## src/rtl/tdm_demux_pkg.sv

```systemverilog
// tdm_pkg: shared types and frame geometry for the TDM demultiplexer.
// Build option: TDM_DEMUX_PARITY_EN adds one even-parity slot per frame.
package tdm_pkg;

    typedef enum logic {
        HUNT   = 1'b0,
        LOCKED = 1'b1
    } tdm_state_t;

`ifdef TDM_DEMUX_PARITY_EN
    localparam int FRAME_EXTRA = 1;
`else
    localparam int FRAME_EXTRA = 0;
`endif

    // Slots per frame on the wire: data slots plus the optional parity slot.
    function automatic int frame_len(input int n);
        return n + FRAME_EXTRA;
    endfunction

    // Width of the slot index for a frame of n data slots.
    function automatic int slot_w(input int n);
        return $clog2(n + FRAME_EXTRA);
    endfunction

endpackage

```

## src/rtl/tdm_demux_if.sv

```systemverilog
// tdm_demux_if: serial-in / parallel-out bundle of the TDM receiver.
// Build option: TDM_DEMUX_PARITY_EN widens slot by way of tdm_pkg::slot_w.
interface tdm_demux_if #(
    parameter int N = 8
);
    localparam int SW = tdm_pkg::slot_w(N);

    logic          en;
    logic          sin;
    logic          sync;
    logic [N-1:0]  y;
    logic          valid;
    logic [SW-1:0] slot;
    logic          locked;
    logic          err;

    modport master (output en, sin, sync, input y, valid, slot, locked, err);
    modport slave  (input en, sin, sync, output y, valid, slot, locked, err);
endinterface

```

## src/rtl/tdm_demux_slot_counter.sv

```systemverilog
// slot_counter: modulo-MOD counter. A strobe with load0 marks the current
// strobe as slot 0, so the counter moves to 1 rather than clearing.
module slot_counter #(
    parameter int MOD = 8,
    parameter int W   = $clog2(MOD)
) (
    input  logic         clk,
    input  logic         reset,
    input  logic         en,
    input  logic         load0,
    output logic [W-1:0] count
);

    // Advance on each strobe, wrapping MOD-1 -> 0; load0 realigns to slot 1.
    always_ff @(posedge clk) begin
        if (reset) begin
            count <= '0;
        end else if (en) begin
            if (load0) begin
                count <= W'(1);
            end else if (count == W'(MOD - 1)) begin
                count <= '0;
            end else begin
                count <= count + 1'b1;
            end
        end
    end

endmodule

```

## src/rtl/tdm_demux.sv

```systemverilog
// tdm_demux: rebuilds an N-bit word from a slot-multiplexed serial stream.
// Build option: TDM_DEMUX_PARITY_EN checks an extra even-parity slot and
// drops frames whose parity is wrong.
module tdm_demux
    import tdm_pkg::*;
#(
    parameter int N = 8
) (
    input  logic        clk,
    input  logic        reset,
    tdm_demux_if.slave  bus
);

    localparam int FL = frame_len(N);
    localparam int SW = slot_w(N);

    tdm_state_t    state;
    logic [N-1:0]  shadow;
    logic [N-1:0]  shadow_next;
    logic [N-1:0]  word;
    logic          valid_pulse;
    logic          err_pulse;
    logic [SW-1:0] slot;
    logic          cnt_en;
    logic          last_slot;

    // The counter only moves on strobes that are kept: an accepted sync in
    // HUNT, or any strobe in LOCKED except a slot 0 that lost its sync.
    always_comb begin
        cnt_en = 1'b0;
        if (bus.en) begin
            if (state == HUNT) begin
                cnt_en = bus.sync;
            end else begin
                cnt_en = !((slot == '0) && !bus.sync);
            end
        end
    end

    slot_counter #(
        .MOD (FL),
        .W   (SW)
    ) u_slot (
        .clk   (clk),
        .reset (reset),
        .en    (cnt_en),
        .load0 (bus.sync),
        .count (slot)
    );

    // Shadow with the current serial bit dropped into its slot position.
    always_comb begin
        shadow_next = shadow;
        for (int k = 0; k < N; k++) begin
            if (slot == SW'(k)) begin
                shadow_next[k] = bus.sin;
            end
        end
    end

    assign last_slot = (slot == SW'(FL - 1));

    // Frame FSM, shadow capture, output word and strobe generation.
    always_ff @(posedge clk) begin
        if (reset) begin
            state       <= HUNT;
            shadow      <= '0;
            word        <= '0;
            valid_pulse <= 1'b0;
            err_pulse   <= 1'b0;
        end else begin
            valid_pulse <= 1'b0;
            err_pulse   <= 1'b0;
            if (bus.en) begin
                if (state == HUNT) begin
                    if (bus.sync) begin
                        shadow[0] <= bus.sin;
                        state     <= LOCKED;
                    end
                end else if (bus.sync && (slot != '0)) begin
                    // Misaligned sync: restart the frame on this strobe.
                    shadow[0] <= bus.sin;
                    err_pulse <= 1'b1;
                end else if (!bus.sync && (slot == '0)) begin
                    // Sync lost: discard this bit and search again.
                    state     <= HUNT;
                    err_pulse <= 1'b1;
                end else begin
                    shadow <= shadow_next;
                    if (last_slot) begin
`ifdef TDM_DEMUX_PARITY_EN
                        // Even parity: data bits plus parity bit xor to 0.
                        if (((^shadow) ^ bus.sin) == 1'b0) begin
                            word        <= shadow;
                            valid_pulse <= 1'b1;
                        end else begin
                            err_pulse   <= 1'b1;
                        end
`else
                        word        <= shadow_next;
                        valid_pulse <= 1'b1;
`endif
                    end
                end
            end
        end
    end

    assign bus.y      = word;
    assign bus.valid  = valid_pulse;
    assign bus.slot   = slot;
    assign bus.locked = (state == LOCKED);
    assign bus.err    = err_pulse;

endmodule

```

## src/flat_wrapper.sv

```systemverilog
// flat-port wrapper written by rule: the top's interface ports become plain ports
module tdm_demux_flat import tdm_pkg::*;
#(
    parameter int N = 8
)
  (clk, reset, bus_en, bus_sin, bus_sync, bus_y, bus_valid, bus_slot, bus_locked, bus_err);
  tdm_demux_if #(.N(N)) bus_i ();
  input  logic clk;
  input  logic reset;
  input wire logic [$bits(bus_i.en)-1:0] bus_en;
  input wire logic [$bits(bus_i.sin)-1:0] bus_sin;
  input wire logic [$bits(bus_i.sync)-1:0] bus_sync;
  output wire logic [$bits(bus_i.y)-1:0] bus_y;
  output wire logic [$bits(bus_i.valid)-1:0] bus_valid;
  output wire logic [$bits(bus_i.slot)-1:0] bus_slot;
  output wire logic [$bits(bus_i.locked)-1:0] bus_locked;
  output wire logic [$bits(bus_i.err)-1:0] bus_err;
  assign bus_i.en = bus_en;
  assign bus_i.sin = bus_sin;
  assign bus_i.sync = bus_sync;
  assign bus_y = bus_i.y;
  assign bus_valid = bus_i.valid;
  assign bus_slot = bus_i.slot;
  assign bus_locked = bus_i.locked;
  assign bus_err = bus_i.err;
  tdm_demux #(.N(N)) u_core (.clk(clk), .reset(reset), .bus(bus_i));
endmodule
```

## config.mk

```make
export PLATFORM = sky130hd
export DESIGN_NAME = tdm_demux_flat
export DESIGN_NICKNAME = d
export VERILOG_FILES = /design/src/rtl/tdm_demux_pkg.sv /design/src/rtl/tdm_demux_if.sv /design/src/rtl/tdm_demux_slot_counter.sv /design/src/rtl/tdm_demux.sv /design/src/flat_wrapper.sv
export SDC_FILE = /design/constraint.sdc
export NUM_CORES = 1
export LEC_CHECK = 0
export CORE_MARGIN = 4
export CORE_UTILIZATION = 42
export DETAILED_ROUTE_END_ITERATION = 6
export GPL_TIMING_DRIVEN = 0
export PLACE_DENSITY = 0.72
export RECOVER_POWER = 50
export SYNTH_ARGS = -nofsm -noshare
export SYNTH_HDL_FRONTEND = slang
export SYNTH_SLANG_ARGS = --single-unit
```

## constraint.sdc

```tcl
create_clock -name clk -period 4.54 [get_ports clk]
set_clock_uncertainty 0.15 [all_clocks]
set_input_delay 1.135 -clock clk [delete_from_list [all_inputs] [get_ports clk]]
set_output_delay 1.135 -clock clk [all_outputs]
set_load 0.01 [all_outputs]
```

==> impl_metrics.json <==
{
  "status": "finished clean",
  "synthTopCellsByArea": "dfxtp_1 40%, ha_1 11%, a211oi_1 6.5%",
  "layoutNonFillerInstCount": 168,
  "antenna_found_initial": 0,
  "row_count": 17,
  "synthTopCellsByCount": "21 x dfxtp_1, 11 x nand2_1, 11 x nor2_1",
  "syn-instance-count": 118,
  "grt_util_all_layers_pct": 14.2,
  "vias": 886,
  "die-area_um2": 3350,
  "hpwl_um": 1620,
  "grt_setup_unrepaired": "no",
  "power.leakage_uw": 0.000518,
  "cts.clk_slew.worst_paths_ns": 0.12,
  "syn_to_final_growth_pct": 23.0,
  "core_um2": 2300,
  "finalSetupTns_ns": 0,
  "numCtsBuffers": 3,
  "synth.ff_latch_count": 21,
  "fmax_ghz": 0.335,
  "worst_pin_slew_ns": 0.508,
  "grt_pass1_wl_um": 3670,
  "whs_ns": 0.321,
  "synth_area_um2": 1040,
  "clockRootBuffer": "clkbuf_4",
  "cap_violations": 0,
  "slew_violations": 0,
  "rr_startpoint": "u_core.u_slot.count[0]",
  "synth_warnings": 0,
  "htreeDepth": 1,
  "crit_buf_inv": 4,
  "cts-resized-gates": 0,
  "fin_crit_sh_pct": 65.7,
  "holdPathStages": 2,
  "crit_chain": "dlygate4sd3_1, inv_1, ha_1, and4_1, buf_2, buf_4, nor2_1, a211oi_1",
  "drive_gt1_share_pct": 7.14,
  "vias_per_cell": 5.27,
  "tritoncts": "done",
  "cp.required_ns": 4.62,
  "max-slew-margin-rel_pct": 66.1,
  "crit_slowest_cell": "dlygate4sd3_1",
  "cts_sinks": 21,
  "power_density_nw_per_um2": 252,
  "first_iter_violations": 16,
  "dp_cells": 164,
  "fillers": 214,
  "worst-path-max-fanout": 10,
  "clkLatencyLatePin_ns": 0.30,
  "synthesis.nets": 132,
  "critPathTopFamily": "buffers and inverters",
  "ys.flop_type": "dfxtp_1",
  "cp_data_arrival_time_ns": 3.06,
  "post_cts_buffers": 0,
  "cp-start-kind": "input pin",
  "yosysMostFrequentCell": "dfxtp_1",
  "routed_wl_um": 2140,
  "ir_drop_mv": 0.136,
  "rrSetupSlack_ns": 2.17,
  "hold_violations": 0,
  "clk_path_buf_depth": 2,
  "hp-start": "u_core.bus.y[7]",
  "grt_pass1_vias": 809,
  "drc": 0,
  "dieWidth_um": 57.9,
  "synth_area_leader_cell": "dfxtp_1",
  "crit_type": "in2reg",
  "num_antenna_cells": 0,
  "syn_avg_cell_area_um2": 8.85,
  "setup_viol": 0,
  "io_pins": 19,
  "dieHeight_um": 57.9,
  "r2r-end": "u_core.bus.y[5]",
  "yosysTopAreaCellShare_pct": 40.2,
  "grt_max_degree": 13,
  "ff2ff_path_depth": 10,
  "async_reset_ff_share_pct": 0,
  "totalPowerFinal_uw": 324,
  "drt_pass1_iterations": 4,
  "place_area_um2": 1260,
  "stdcell_area_um2": 1280,
  "hold_path_class": "reg2reg",
  "final_antenna_net_count": 0,
  "min_to": "u_core.bus.y[7]",
  "worst_setup_path_end_kind": "flop",
  "yosys.cell_types.count": 29,
  "synth_seq_area_share_pct": 40.2,
  "ctsHoldBuffers": 0,
  "gp_congestion": 0.843,
  "grt.overflow.total": 0,
  "post-route-min-period_ns": 2.98,
  "wire_per_inst_um": 12.7,
  "synth_edf_count": 0,
  "nets": 155,
  "io_buffers": 18,
  "start_util_pct": 45.5,
  "max_stage_delay_ns": 0.64
}
-- cell usage in the layout, fill, tap and decap left out, types with 3 or more instances in the layout --
cell | Yosys | routed
nand3_1 | 3 | 3
buf_2 | 3 | 3
mux2i_1 | 6 | 6
a21oi_1 | 6 | 6
nand2_1 | 11 | 11
ha_1 | 9 | 9
clkbuf_1 | 3 | 3
o21ai_0 | 6 | 6
clkbuf_4 | 0 | 3
nor2_1 | 11 | 11
clkdlybuf4s50_1 | 0 | 5
dfxtp_1 | 21 | 21
nand2b_1 | 3 | 3
dlygate4sd3_1 | 0 | 13
nor2b_1 | 3 | 3
a211oi_1 | 9 | 9
inv_1 | 7 | 7
-- tightest hold or removal path, delay by kind of cell, from the launching register on --
family | cells | cell delay [ns]
compound gates | 1 | 0.05
simple gates | 1 | 0.05
flops | 1 | 0.33
-- cell families after synthesis --
logic type / count (synthesis) / share of synthesized area, %
fa+ha+maj: 9 / 10.8
simple gates: 40 / 19.2
flops: 21 / 40.2
compound gates: 27 / 17.2
mux: 6 / 5.75
buf+inv: 15 / 6.83
-- metrics by stage --
stage,utilization [%],worst slack (ns)
floorplan,-,2.13
global placement,54.8,1.36
detailed placement,54.8,1.33
CTS,56.0,1.63
global route,55.9,1.47
finish,55.9,1.56
-- sequential cells by signal (all words and copies together) (netlist names) --
signal and cells:
u_core.bus.y 8, u_core.bus.locked 1, u_core.u_slot.count 3, u_core.shadow 7
u_core.bus.valid 1, u_core.bus.err 1
-- worst max path at each step --
stage	startpoint	to	slack, ns	depth (start not counted)
after global placement	bus_sync	u_core.bus.y[4]	1.36	8
after floorplan	bus_sync	u_core.bus.y[4]	2.13	7
after CTS	bus_sync	u_core.bus.y[5]	1.63	8
final	bus_sync	u_core.bus.y[5]	1.56	8
after global routing	bus_sync	u_core.bus.y[5]	1.47	8
after detailed placement	bus_sync	u_core.bus.y[5]	1.33	8
-- power breakdown --
part	total (uW)	internal, uW	switching (uW)	leakage (uW)
registers	191	188	2.78	0.000170
clock network	90.1	32.9	57.2	0.0000177
logic	43.0	18.3	24.8	0.000330
-- area by class of cell --
cell class	instances	area, um2	share of cell area, %
buffer	8	45.0	3.51
sequential	21	420	32.7
timing repair buffer	18	180	14.0
clock buffer	3	22.5	1.75
inverter	7	26.3	2.04
multi-input combinational	82	551	42.8
clock inverter	1	5.00	0.389
tap	28	35.0	2.73
-- per-layer routing --
layer	GRT usage, %	part of all wire, %	vias to the layer above
met5	0	0	-
li1	-	-	457
met4	7.28	2.0	0
met2	22.6	47	18
met3	2.67	3.2	4
met1	18.1	48	407
(Power assumes the default switching activity.)
